==> src/rtl/multicycle_ctrl.sv <==
// multicycle_ctrl: control FSM sequencing the shared RV32 datapath one
// instruction at a time (fetch, decode, execute, memory, writeback).
// Inputs: clk, rst_n (async active-low), run, opcode, func3, mem_ready,
//   alu_zero.
// Outputs: alu_op, alusrc, mem_to_reg, regwrite, mem_read, mem_write, iord,
//   ir_write, pc_write, branch, retire, trap, trap_cause.
// Optional macro PERF_CNT_EN adds cycle_cnt and instret counter outputs.
module multicycle_ctrl #(
    parameter int MEM_TIMEOUT = 16,
    parameter int CNT_W       = 32
) (
    input  logic       clk,
    input  logic       rst_n,
    input  logic       run,
    input  logic [6:0] opcode,
    input  logic [2:0] func3,
    input  logic       mem_ready,
    input  logic       alu_zero,
    output logic [1:0] alu_op,
    output logic       alusrc,
    output logic       mem_to_reg,
    output logic       regwrite,
    output logic       mem_read,
    output logic       mem_write,
    output logic       iord,
    output logic       ir_write,
    output logic       pc_write,
    output logic       branch,
    output logic       retire,
    output logic       trap,
    output logic [1:0] trap_cause
`ifdef PERF_CNT_EN
    ,
    output logic [CNT_W-1:0] cycle_cnt,
    output logic [CNT_W-1:0] instret
`endif
);
    localparam logic [6:0] OP_R  = 7'b0110011;
    localparam logic [6:0] OP_LD = 7'b0000011;
    localparam logic [6:0] OP_ST = 7'b0100011;
    localparam logic [6:0] OP_BR = 7'b1100011;
    localparam int TW = (MEM_TIMEOUT > 1) ? $clog2(MEM_TIMEOUT + 1) : 1;

    typedef enum logic [3:0] {
        S_IDLE, S_FETCH, S_DECODE, S_EXEC_R, S_WB_R, S_ADDR,
        S_MEM_RD, S_WB_LD, S_MEM_WR, S_BRANCH, S_TRAP
    } state_t;

    state_t        state_q, state_d, ret_st;
    logic [TW-1:0] tmo_q, tmo_d;
    logic          st_q, st_d;
    logic          bne_q, bne_d;
    logic [1:0]    cause_q, cause_d;
    logic [1:0]    alu_op_q, alu_op_d;
    logic          alusrc_q, alusrc_d;
    logic          mem_to_reg_q, mem_to_reg_d;
    logic          regwrite_q, regwrite_d;
    logic          mem_read_q, mem_read_d;
    logic          mem_write_q, mem_write_d;
    logic          iord_q, iord_d;
    logic          branch_q, branch_d;
    logic          trap_q, trap_d;
    logic          wait_st, tmo_hit;

    // Next state, trap cause and the memory wait counter.
    always_comb begin
        wait_st = (state_q == S_FETCH) || (state_q == S_MEM_RD) ||
                  (state_q == S_MEM_WR);
        // A ready on the limit cycle wins over the timeout.
        tmo_hit = (MEM_TIMEOUT != 0) && wait_st && !mem_ready &&
                  (int'(tmo_q) + 1 >= MEM_TIMEOUT);
        ret_st  = run ? S_FETCH : S_IDLE;
        state_d = state_q;
        cause_d = cause_q;
        st_d    = st_q;
        bne_d   = bne_q;
        tmo_d   = '0;
        unique case (state_q)
            S_IDLE:   if (run) state_d = S_FETCH;
            S_FETCH:  if (mem_ready) state_d = S_DECODE;
            S_DECODE: begin
                unique case (1'b1)
                    opcode == OP_R: state_d = S_EXEC_R;
                    (opcode == OP_LD) || (opcode == OP_ST): begin
                        state_d = S_ADDR;
                        st_d    = (opcode == OP_ST);
                    end
                    (opcode == OP_BR) && (func3[2:1] == 2'b00): begin
                        state_d = S_BRANCH;
                        bne_d   = func3[0];
                    end
                    default: begin
                        state_d = S_TRAP;
                        cause_d = 2'b01;
                    end
                endcase
            end
            S_EXEC_R: state_d = S_WB_R;
            S_ADDR:   state_d = st_q ? S_MEM_WR : S_MEM_RD;
            S_MEM_RD: if (mem_ready) state_d = S_WB_LD;
            S_MEM_WR: if (mem_ready) state_d = ret_st;
            S_WB_R, S_WB_LD, S_BRANCH: state_d = ret_st;
            S_TRAP:   state_d = S_TRAP;
            default:  state_d = S_IDLE;
        endcase
        if (tmo_hit) begin
            state_d = S_TRAP;
            cause_d = 2'b10;
        end else if (wait_st && !mem_ready && (MEM_TIMEOUT != 0)) begin
            tmo_d = tmo_q + 1'b1;
        end
    end

    // Moore outputs decoded from the next state so they leave a flop.
    always_comb begin
        alu_op_d     = 2'b00;
        alusrc_d     = 1'b0;
        mem_to_reg_d = 1'b0;
        regwrite_d   = 1'b0;
        mem_read_d   = 1'b0;
        mem_write_d  = 1'b0;
        iord_d       = 1'b0;
        branch_d     = 1'b0;
        trap_d       = 1'b0;
        unique case (state_d)
            S_FETCH:  mem_read_d = 1'b1;
            S_EXEC_R: alu_op_d = 2'b10;
            S_WB_R: begin
                alu_op_d   = 2'b10;
                regwrite_d = 1'b1;
            end
            S_ADDR:   alusrc_d = 1'b1;
            S_MEM_RD: begin
                mem_read_d = 1'b1;
                iord_d     = 1'b1;
                alusrc_d   = 1'b1;
            end
            S_WB_LD: begin
                regwrite_d   = 1'b1;
                mem_to_reg_d = 1'b1;
            end
            S_MEM_WR: begin
                mem_write_d = 1'b1;
                iord_d      = 1'b1;
                alusrc_d    = 1'b1;
            end
            S_BRANCH: begin
                alu_op_d = 2'b01;
                branch_d = 1'b1;
            end
            S_TRAP:   trap_d = 1'b1;
            default:  ;
        endcase
    end

`ifdef PERF_CNT_EN
    logic [CNT_W-1:0] cycle_cnt_q, cycle_cnt_d;
    logic [CNT_W-1:0] instret_q, instret_d;

    always_comb begin
        cycle_cnt_d = cycle_cnt_q;
        instret_d   = instret_q;
        if ((state_q != S_IDLE) && (state_q != S_TRAP))
            cycle_cnt_d = cycle_cnt_q + 1'b1;
        if (retire)
            instret_d = instret_q + 1'b1;
    end

    assign cycle_cnt = cycle_cnt_q;
    assign instret   = instret_q;
`else
    logic unused_cnt_w;
    assign unused_cnt_w = (CNT_W > 0);
`endif

    always_ff @(posedge clk or negedge rst_n) begin
        if (!rst_n) begin
            state_q      <= S_IDLE;
            tmo_q        <= '0;
            st_q         <= 1'b0;
            bne_q        <= 1'b0;
            cause_q      <= 2'b00;
            alu_op_q     <= 2'b00;
            alusrc_q     <= 1'b0;
            mem_to_reg_q <= 1'b0;
            regwrite_q   <= 1'b0;
            mem_read_q   <= 1'b0;
            mem_write_q  <= 1'b0;
            iord_q       <= 1'b0;
            branch_q     <= 1'b0;
            trap_q       <= 1'b0;
`ifdef PERF_CNT_EN
            cycle_cnt_q  <= '0;
            instret_q    <= '0;
`endif
        end else begin
            state_q      <= state_d;
            tmo_q        <= tmo_d;
            st_q         <= st_d;
            bne_q        <= bne_d;
            cause_q      <= cause_d;
            alu_op_q     <= alu_op_d;
            alusrc_q     <= alusrc_d;
            mem_to_reg_q <= mem_to_reg_d;
            regwrite_q   <= regwrite_d;
            mem_read_q   <= mem_read_d;
            mem_write_q  <= mem_write_d;
            iord_q       <= iord_d;
            branch_q     <= branch_d;
            trap_q       <= trap_d;
`ifdef PERF_CNT_EN
            cycle_cnt_q  <= cycle_cnt_d;
            instret_q    <= instret_d;
`endif
        end
    end

    assign alu_op     = alu_op_q;
    assign alusrc     = alusrc_q;
    assign mem_to_reg = mem_to_reg_q;
    assign regwrite   = regwrite_q;
    assign mem_read   = mem_read_q;
    assign mem_write  = mem_write_q;
    assign iord       = iord_q;
    assign branch     = branch_q;
    assign trap       = trap_q;
    assign trap_cause = cause_q;

    // Same-cycle qualified strobes.
    assign ir_write = (state_q == S_FETCH) && mem_ready;
    assign pc_write = ir_write ||
                      ((state_q == S_BRANCH) && (alu_zero ^ bne_q));
    assign retire   = (state_q == S_WB_R) || (state_q == S_WB_LD) ||
                      (state_q == S_BRANCH) ||
                      ((state_q == S_MEM_WR) && mem_ready);
endmodule

==> config.mk <==
export PLATFORM = sky130hd
export DESIGN_NAME = multicycle_ctrl
export DESIGN_NICKNAME = d
export VERILOG_FILES = /design/src/rtl/multicycle_ctrl.sv
export SDC_FILE = /design/constraint.sdc
export NUM_CORES = 1
export LEC_CHECK = 0
export BUFFER_PORTS_ARGS = -buffer_cell sky130_fd_sc_hd__buf_2
export CORE_MARGIN = 1
export CORE_UTILIZATION = 52
export DETAILED_ROUTE_END_ITERATION = 12
export PLACE_DENSITY = 0.78
export SLEW_MARGIN = 20
export SYNTH_ARGS = -nofsm -noshare
export SYNTH_HDL_FRONTEND = slang
export SYNTH_SLANG_ARGS = --single-unit
==> constraint.sdc <==
create_clock -name clk -period 2.17 [get_ports clk]
set_input_delay 0.434 -clock clk [delete_from_list [all_inputs] [get_ports clk]]
set_output_delay 0.434 -clock clk [all_outputs]
set_load 0.1 [all_outputs]
; Word level (Yosys, flattened, before mapping)
; Index checks and enable logic that the tools add are counted.
; Widths: inputs -> output; s select.
[op_classes]
add_sub_neg = 2
magnitude_cmp = 1
n_eq_ne = 24
muxes = 23
n_bitwise = 1
reduce_logical = 27
[op_table]
columns = operator, count
row1 = $pmux 4 s9, 1
row2 = $eq 4x3->1 const B, 8
row3 = $eq 4x4->1 const B, 6
row4 = $mux 4, 6
row5 = $eq 7x6->1 const B, 2
row6 = $eq 4x2->1 const B, 3
row7 = $pmux 4 s3, 1
row8 = $mux 5, 2
row9 = $mux 1, 9
row10 = $reduce_or 3->1, 3
row11 = $eq 4x1->1 const B, 2
row12 = $reduce_or 2->1, 4
row13 = $eq 7x2->1 const B, 1
row14 = $eq 7x7->1 const B, 1
row15 = $logic_or 1x1->1, 7
row16 = $add 5x1->6 const B, 1
row17 = $ge 6x5->1 const B, 1
row18 = $logic_and 1x1->1, 6
row19 = $mux 2, 3
row20 = $reduce_and 2->1, 3
row21 = $add 5x1->5 const B, 1
row22 = $logic_not 4->1, 1
row23 = $pmux 2 s2, 1
row24 = $logic_not 2->1, 1
row25 = other kinds (4), 4
[word_totals]
ff_bits = 23
in_bits = 15
output_inout_bits = 15
word_cells = 92

; Logic depth before layout (Yosys ltp)
; Gate-level depths: netlist of run 1.
[logic_depth]
word_depth = 9
depth_mapped = 6
mapped_depth_nobuf = 6

; Worst setup path before layout of run 1
; No wires, ideal clock.
[synth_timing]
kind = reg2out
startpoint = reg state_q[0]
endpoint = out pc_write
arrival_ps = 3081
t_required_ps = 1736
slack_ps = -1345
path_stages_with_launch = 4
path_buffers = 1
cell_sequence = dfrtp_1 clkbuf_1 nor2b_1 nor3b_1
[synth_between]
elab_chain_cells = 3
word_cells_on_any_way = 5
classes_between = eq/ne (2) / reduce/logical (3)
[synth_rtl]
columns = element, line
row1 = start: declaration, 49  ; state_t state_q, state_d, ret_st;
row2 = start signal: assignment, 197  ; state_q <= state_d;
row3 = $eq 4x1->1 / $eq 4x4->1 (equally long branches), "230, 232"
row4 = $logic_and 1x1->1 (on tied branches), "230, 232"
row5 = $logic_or 1x1->1 *, 231  ; assign pc_write = ir_write ||
row6 = end: declaration, 27  ; output logic pc_write,
; Every way passes the cells marked *; elsewhere a longest branch is shown, timed or not.

; Worst setup path in the final report of run 1
[layout_timing]
startpoint = reg state_q[1]
endpoint = out ir_write
[layout_between]
elab_chain_cells = 2
[layout_rtl]
columns = element, line
row1 = $eq 4x1->1, 230  ; assign ir_write = (state_q == S_FETCH) && mem_ready;
row2 = $logic_and 1x1->1, 230
row3 = end: declaration, 26  ; output logic ir_write,
; Every way passes these cells.

==> summary.txt, run 1 <==
Status
  • Status: finished, final reports clean

Setup path
  • Crit path buffers/inverters: 1
  • FF-to-FF setup slack: 0.05 ns
  • Critical Path, Cell by Cell: or4b_4 > nor2_4 > buf_12
  • Crit path required time: 1.74 ns
  • Crit Path Category: reg2out
  • Startpoint types: register
  • Crit-path max FO: 9
  • Worst r2r path cells: 6
  • Crit-path slowest cell: or4b_4
  • Crit-path max cell delay: 0.55 ns
  • FF-to-FF End: alusrc
  • Worst R2R Start: state_q[3]
  • CP top delay family: simple AND/OR/NAND/NOR gates
  • Worst EP arrival: 1.69 ns
  • CP Capture Type: primary output
  • Crit path from: state_q[1]
  • Worst setup path end: ir_write
  • CP Depth: 3

Final layout
  • Area grow syn2layout: 25.7%
  • Largest Register: tmo_q
  • N_diodes: 0
  • Number of flip-flops in the largest register: 5
  • Biggest regs: tmo_q: 5 flops, state_q: 4 flops
  • Fin nets: 178
  • Share of cells above drive strength 1: 0.360
  • Post-Layout Cell Count: 189

Clock tree
  • H-tree depth: 1
  • Bufs on Longest Clock Path: 2
  • Sink Count: 23
  • CTS tree: done
  • CTS clk-pin slew, worst paths: 0.14 ns
  • Root buf cell: clkbuf_4
  • CTS buffer count: 3
  • Skew-Pair Late Insertion Delay: 0.33 ns
  • Post-CTS Hold Buffers: 0

STA
  • Final Max Tran Viols: 0
  • Fin crit share: 0.980
  • Clock skew: 0.0128 ns
  • Slew headroom: 0.651
  • Fmax: 470 MHz
  • Slew at the pin closest to its max-slew limit: 0.516 ns
  • # setup viols final: 0
  • Final min period: 2.13 ns
  • Fin. Hold Viols: 0
  • Final hold slack: 0.0527 ns
  • Setup WS post-layout: 0.0428 ns

Synthesis
  • Mapped Cells: 124
  • Seq/Total Area, Yosys: 0.466
  • Syn nets: 140
  • Syn_area_per_cell: 9.96 µm²
  • Share of the synthesized area in the top cell type: 0.466
  • #FFs+latches synth: 23
  • FFs w/ async S/R, synth: 1.00
  • Area contributors post-synth: dfrtp_1, nor2_1, o21ai_0
  • Post-synth EDFFs: 0
  • Commonest cells post-synth: dfrtp_1, nor2_1, nand2_1
  • Yosys warnings: 0
  • Cell variety after synth: 47
  • Synth Flop Type: dfrtp_1
  • Cell accounting for the most synthesized area: dfrtp_1
  • Syn Std Cell Area: 1230 µm²
  • Top-count cell post-synth: dfrtp_1

Drt
  • Final antenna-violating net count: 0
  • Routed vias: 1105
  • Total Routed Length: 3020 µm
  • Via density: 5.85
  • DR DRC count: 0
  • First-pass iteration count of the detailed router: 4
  • Initial DRC Count: 27
  • WL/cell: 16.0 µm

Die
  • Die ar.: 2570 µm²
  • Die Span X: 50.7 µm
  • Number of I/O pins: 30
  • Die Ht: 50.7 µm
  • CORE AREA: 2230 µm²
  • Row Count: 17
  • Initial Util: 0.553

Power and ir drop
  • Worst vdd ir: 1320 µV
  • Total power: 2.48 mW
  • Cell Pwr Density: 1600 nW/µm²
  • Leakage: 0.767 nW

GRT
  • GRT overflow: 0
  • GRT Overall Usage: 0.262
  • Global-route wire length before repair: 4910 µm
  • Largest net degree at the start of global routing: 24
  • Vias in the first global route: 1078
  • Initial antenna violation count: 0

Place
  • Final Wtd Congestion: 0.866
  • Placement Setup Slack: 0.123 ns
  • DPL Wire Length: 2140 µm
  • Port bufs: 29
  • Placed Cells: 181

Min path
  • Worst min path class: in2async

Job
  • Max cap viols: 0
-- routing by layer --
metal  global-route usage  part of all wire
met1                0.305              0.42
met2                0.476              0.51
met3               0.0424             0.033
met4               0.0972             0.032
met5                    0                 0
-- how the worst min path moves through the flow --
stage                from        end  slack [ns]  cells after the start
floorplan           rst_n  alu_op[0]        0.14                      0
global placement    rst_n   tmo_q[2]        0.42                      1
finish              rst_n   tmo_q[3]        0.05                      1
detailed placement  rst_n   tmo_q[2]        0.44                      1
CTS                 rst_n   tmo_q[3]        0.07                      1
global route        rst_n  alu_op[1]        0.09                      1
-- metrics by stage --
stage / cell area [µm²] / setup TNS [ns] / utilization
floorplan: 1250 / -0.343 / -
detailed placement: 1470 / 0 / 0.660
global placement: 1470 / 0 / 0.660
global route: 1550 / -0.0139 / 0.695
finish: 1550 / 0 / 0.695
CTS: 1520 / 0 / 0.680
-- layout by cell type, fill, tap and decap left out, drive strengths merged, types with 2 or more instances in the layout --
master  Yosys  layout
a21o        2       2
a21oi       5       5
a31oi       2       2
and2        2       2
and2b       2       2
buf         2      37
clkbuf      2       3
dfrtp      23      23
inv         3       3
nand2       8       8
nand2b      3       3
nand3       4       4
nand4       2       2
nor2       14      14
nor2b       5       5
nor3        3       3
nor3b       3       3
nor4b       2       2
o211a       2       2
o21a        3       3
o21ai       7       7
o31ai       4       4
or4b        3       3
xor2        2       2
-- worst register-to-register path: cells and delay by family, from the launching register on --
kind | cells | cell delay (ns)
AO/OA/AOI/OAI | 4 | 0.87
buffers and inverters | 1 | 0.16
AND/OR/NAND/NOR | 1 | 0.56
flip-flops | 1 | 0.45
-- what timing repair did --
action | 4_1_cts | 5_1_grt
resized for setup | 5 | 2
setup endpoints to repair | 2 | 3
pin swaps | 0 | 1
buffers inserted | 1 | 3
-- where the power goes --
group          leakage (nW)  switching [mW]  internal, mW
Clock                0.0177           0.141        0.0692
Combinational         0.448            1.13         0.503
Sequential            0.302          0.0977         0.541
-- layout make-up --
type,count,area (µm²)
multi-input cells,94,662
flip-flops and latches,23,579
inverters,3,11.3
fillers,185,681
well taps,28,35.0
repair buffers,37,238
clock buffers,3,22.5
clock inverters,1,5.00
-- cells by family after synthesis --
group,Yosys count,share of synthesized area
buffers and inverters,7,0.0253
and+or+nand+nor,54,0.259
xor gates and xnor gates,3,0.0213
muxes,2,0.0172
AOI/OAI and AO/OA,33,0.198
other,1,0.00304
adders and majority gates,1,0.0101
DFF,23,0.466
Note: power is estimated with default switching activity, not from simulation.
==> run 2, diff against run 1 <==
ABC_AREA = 0   (was unset)
CORE_UTILIZATION = 33   (was 52)
PLACE_DENSITY = unset   (was 0.78)
==> summary.txt, run 2 (same netlist as run 1, synthesis figures left out) <==
Setup path
  • Crit Path Category: reg2out
  • Crit-path max FO: 9 (unchanged)
  • Startpoint types: register
  • Worst r2r path cells: 6 (unchanged)
  • Worst R2R Start: state_q[0]
  • Worst setup path end: ir_write
  • Crit path from: state_q[3]
  • FF-to-FF End: mem_read
  • FF-to-FF setup slack: 0.20 ns (+0.15 ns)
  • Crit path required time: 1.74 ns (about the same)
  • Worst EP arrival: 1.67 ns (-0.02 ns)
  • CP Capture Type: primary output

Clock tree
  • Root buf cell: clkbuf_8
  • Post-CTS Setup Bufs: 0 (-1)
  • CTS clk-pin slew, worst paths: 0.09 ns (-0.05 ns)
  • Bufs on Longest Clock Path: 2 (unchanged)
  • CTS tree: done
  • CTS buffer count: 3 (unchanged)
  • Sink Count: 23 (unchanged)
  • H-tree depth: 1 (unchanged)
  • Skew-Pair Late Insertion Delay: 0.28 ns (-0.05 ns)

Drt
  • First-pass iteration count of the detailed router: 4 (unchanged)
  • Final antenna-violating net count: 0 (unchanged)
  • DR DRC count: 0 (unchanged)
  • Via density: 5.30 (-9.4%)
  • Routed vias: 1086 (-1.7%)
  • WL/cell: 13.9 µm (-13%)
  • Initial DRC Count: 24 (-11%)
  • Total Routed Length: 2840 µm (-5.9%)

GRT
  • Global-route wire length before repair: 4690 µm (-4.5%)
  • GRT Overall Usage: 0.147 (-0.115)
  • Vias in the first global route: 1044 (-3.2%)
  • Largest net degree at the start of global routing: 24 (unchanged)
  • Initial antenna violation count: 0 (unchanged)
  • GRT overflow: 0 (unchanged)

STA
  • Clock skew: 0.00576 ns (-0.00704 ns)
  • Fin. Hold Viols: 0 (unchanged)
  • RSZ-0062 raised after global routing: no
  • Slew at the pin closest to its max-slew limit: 0.519 ns (+0.00277 ns)
  • Slew headroom: 0.654 (+0.00300)
  • Fmax: 475 MHz (+1.1%)
  • Final min period: 2.10 ns (-0.0236 ns)
  • Final Max Tran Viols: 0 (unchanged)
  • Setup WS post-layout: 0.0664 ns (+0.0236 ns)
  • Fin crit share: 0.969 (-0.0109)
  • # setup viols final: 0 (unchanged)
  • Final hold slack: 0.124 ns (+0.0715 ns)

Die
  • Row Count: 21 (+4)
  • Die ar.: 3990 µm² (+55%)
  • CORE AREA: 3470 µm² (+55%)
  • Number of I/O pins: 30 (unchanged)
  • Initial Util: 0.356 (-0.197)
  • Die Ht: 63.2 µm (+25%)
  • Die Span X: 63.2 µm (+25%)

Place
  • Placement Setup Slack: 0.0608 ns (-0.0618 ns)
  • Port bufs: 29 (unchanged)
  • Final Wtd Congestion: 0.797 (-8.0%)
  • DPL Wire Length: 2110 µm (-1.3%)

Final layout
  • Share of cells above drive strength 1: 0.340 (-0.0206)
  • Final Util: 0.459 (-0.236)
  • Fin nets: 176 (-1.1%)
  • Area grow syn2layout: 29.0%
  • Most common cell after layout, fill and taps aside: buf_2
  • Number of flip-flops in the largest register: 5 (unchanged)
  • Fill cells: 347 (+88%)
  • Largest Register: tmo_q
  • Most frequent cells in the layout: buf_2, dfrtp_1, nor2_1, nand2_1, o21ai_0
  • Biggest regs: tmo_q: 5 flops, state_q: 4 flops
  • N_diodes: 0 (unchanged)

Power and ir drop
  • Total power: 2.51 mW (+1.0%)
  • Worst vdd ir: 889 µV (-33%)
  • Leakage: 0.764 nW (-0.43%)
  • Cell Pwr Density: 1580 nW/µm² (-1.5%)

Job
  • Max cap viols: 0 (unchanged)

Min path
  • Worst min path class: in2async

Status
  • Status: finished, final reports clean
run 2: worst min-delay path by stage:
stage	start	to	slack (ns)	cells after the start
after floorplan	rst_n	alu_op[0]	0.14	0
after global placement	rst_n	tmo_q[4]	0.43	1
after detailed placement	rst_n	tmo_q[4]	0.44	1
after CTS	rst_n	tmo_q[2]	0.14	1
after global routing	rst_n	tmo_q[0]	0.17	1
final	rst_n	state_q[2]	0.12	1
run 2: what timing repair did:
item,4_1_cts,5_1_grt
setup endpoints to repair,1,7
gates resized for setup,1,4
hold buffers,0,0
run 2: metal layers:
metal	up-vias	track usage	wire length [µm]
met5	-	0	0
met4	0	0.0511	34
met3	3	0.0181	134
met2	40	0.241	1370
met1	520	0.199	1300
li1	523	-	-
run 2: final cells by class:
cell class,instances,area [µm²],area share
multi-input combinational,94,663,0.416
sequential,23,577,0.362
timing repair buffer,35,235,0.148
tap,46,57.6,0.0361
clock buffer,3,41.3,0.0259
inverter,3,11.3,0.00707
clock inverter,1,7.51,0.00471
run 2: worst max-delay path, cell delays in order, from the launching register on:
cell     delay, ns
dfrtp_2       0.48
or4b_4        0.60
nor2_4        0.13
buf_12        0.18
run 2: power breakdown:
part	switching (mW)	internal (mW)
combinational	1.11	0.490
clock	0.152	0.130
sequential	0.0914	0.537
total	1.35	1.16
run 2: through the flow:
step | cell area, µm² | instances | TNS [ns]
floorplan | 1250 | 124 | -0.343
global placement | 1530 | 201 | 0
detailed placement | 1530 | 201 | 0
CTS | 1580 | 205 | 0
global route | 1590 | 205 | 0
finish | 1590 | 205 | 0
==> run 3, diff against run 2 <==
clock period = 1.79 ns   (was 2.17 ns; I/O delays follow)
==> summary.txt, run 3 (same netlist as run 1, synthesis figures left out) <==
Setup path
  • Worst r2r path cells: 6 (unchanged)
  • Startpoint types: register
  • Crit-path slowest cell: dfrtp_1
  • Crit-path max FO: 4 (-5)
  • FF-to-FF setup slack: -0.10 ns (-0.30 ns)
  • Worst R2R Start: state_q[3]
  • Crit path required time: 1.43 ns (-0.31 ns)
  • CP most frequent cell: buf_6
  • FF-to-FF End: mem_read
  • Worst EP arrival: 1.61 ns (-0.06 ns)
  • Critical Path, Cell by Cell: buf_6 > and2b_2 > buf_6 > a21oi_4 > nor3b_4 > buf_12
  • Crit Path Category: reg2out
  • CP Capture Type: primary output
  • Crit-path max cell delay: 0.42 ns (-0.18 ns)

Final layout
  • Number of flip-flops in the largest register: 5 (unchanged)
  • Fin nets: 191 (+8.5%)
  • Largest Register: tmo_q
  • Biggest regs: tmo_q: 5 flops, state_q: 4 flops
  • Fill cells: 325 (-6.3%)
  • Final Util: 0.528 (+0.0689)
  • Most frequent cells in the layout: buf_2, dfrtp_1, buf_4, nor2_1
  • Area grow syn2layout: 48.3%
  • N_diodes: 0 (unchanged)
  • Most common cell after layout, fill and taps aside: buf_2
  • Share of cells above drive strength 1: 0.477 (+0.137)
  • Post-route cell area: 1830 µm² (+15%)

Drt
  • First-pass iteration count of the detailed router: 4 (unchanged)
  • DR DRC count: 0 (unchanged)
  • WL/cell: 13.5 µm (-2.5%)
  • Routed vias: 1118 (+2.9%)
  • Initial DRC Count: 44 (+83%)
  • Final antenna-violating net count: 0 (unchanged)
  • Via density: 5.08 (-4.1%)
  • Total Routed Length: 2980 µm (+4.7%)

Power and ir drop
  • Worst vdd ir: 1360 µV (+53%)
  • Total power: 3.49 mW (+39%)
  • Leakage: 0.864 nW (+13%)
  • Cell Pwr Density: 1910 nW/µm² (+21%)

Place
  • Final Wtd Congestion: 0.834 (+4.5%)
  • DPL Wire Length: 2240 µm (+6.2%)
  • Port bufs: 29 (unchanged)
  • DP Area: 1660 µm² (+8.6%)

Clock tree
  • CTS clk-pin slew, worst paths: 0.08 ns (about the same)
  • CTS buffer count: 3 (unchanged)
  • CTS tree: done
  • Skew-Pair Late Insertion Delay: 0.27 ns (about the same)
  • Sink Count: 23 (unchanged)
  • H-tree depth: 1 (unchanged)
  • Bufs on Longest Clock Path: 2 (unchanged)
  • Root buf cell: clkbuf_8

Die
  • CORE AREA: 3470 µm² (unchanged)
  • Die Span X: 63.2 µm (unchanged)
  • Die ar.: 3990 µm² (unchanged)
  • Row Count: 21 (unchanged)
  • Number of I/O pins: 30 (unchanged)
  • Initial Util: 0.356 (unchanged)
  • Die Ht: 63.2 µm (unchanged)

STA
  • Final min period: 1.97 ns
  • Clock skew: 0.00247 ns (-0.00329 ns)
  • # setup viols final: 7 (+7)
  • Final Max Tran Viols: 0 (unchanged)
  • Fmax: 509 MHz
  • Fin crit share: 1.10
  • Final hold slack: 0.0429 ns (-0.0813 ns)
  • Fin. Hold Viols: 0 (unchanged)
  • Setup WS post-layout: -0.176 ns (-0.242 ns)
  • RSZ-0062 raised after global routing: yes

Min path
  • Worst min path class: in2async

Status
  • Violated checks: negative setup slack
  • Status: complete, but fails checks

GRT
  • Initial antenna violation count: 0 (unchanged)
  • Global-route wire length before repair: 5180 µm (+10%)
  • GRT Overall Usage: 0.163 (+0.0160)
  • Largest net degree at the start of global routing: 24 (unchanged)
  • GRT overflow: 0 (unchanged)
  • Vias in the first global route: 1172 (+12%)

Job
  • Max cap viols: 0 (unchanged)
-- run 3: cell count changes in the layout (fill, tap and decap cells not counted), moves of 2 or more --
cell	change
a21oi_1	-3
buf_4	+12
a21oi_2	+2
nor2_1	-3
and2b_2	+2
nor2_2	+2
and2b_1	-2
buf_6	+3
-- run 3: timing repair --
action	4_1_cts	5_1_grt
setup buffers	2	1
hold buffers	0	0
resized for setup	15	9
pin swaps	6	3
endpoints found under the hold margin	0	0
setup endpoints to repair	10	16
-- run 3: power by group --
group	total, mW	switching [mW]	leakage [nW]	internal, mW
Sequential	0.741	0.0893	0.304	0.652
Clock	0.333	0.175	0.0217	0.158
Combinational	2.42	1.54	0.538	0.883
Total	3.49	1.80	0.864	1.69
-- run 3: worst max-delay path, delay by kind of cell, from the launching register on --
family | cells | cell delay, ns
flops | 1 | 0.42
simple gates | 2 | 0.46
compound gates | 1 | 0.03
buf+inv | 3 | 0.44
-- run 3: worst max path at each step --
stage                     cells past startpoint  startpoint        to  slack, ns
after floorplan                               3  state_q[0]  pc_write      -0.12
after global placement                        5  state_q[0]    alusrc      -0.03
after detailed placement                      6  state_q[3]  mem_read      -0.08
after CTS                                     6  state_q[3]  pc_write      -0.15
after global routing                          6  state_q[3]  pc_write      -0.24
final                                         6  state_q[3]  pc_write      -0.18
-- run 3: area by class of cell --
| cell class | instances | area (µm²) | area share |
|---|---|---|---|
| well taps | 46 | 57.6 | 0.0314 |
| flip-flops and latches | 23 | 577 | 0.315 |
| clock buffers | 3 | 41.3 | 0.0225 |
| inverters | 3 | 11.3 | 0.00615 |
| multi-input cells | 94 | 778 | 0.425 |
| clock inverters | 1 | 7.51 | 0.00410 |
| repair buffers | 50 | 359 | 0.196 |
-- run 3: metal layers --
metal,vias up,GRT usage,share of wire
li1,552,-,-
met5,-,0,0
met4,0,0.0483,0.0040
met3,2,0.0272,0.057
met2,35,0.282,0.50
met1,529,0.207,0.44
-- run 3: stage by stage --
step,cells,setup WS (ns),TNS [ns]
after detailed placement,213,-0.0786,-0.153
after floorplan,124,-0.119,-0.352
after global placement,213,-0.0251,-0.0616
after CTS,219,-0.154,-0.579
after global routing,220,-0.241,-1.38
final,220,-0.176,-0.726
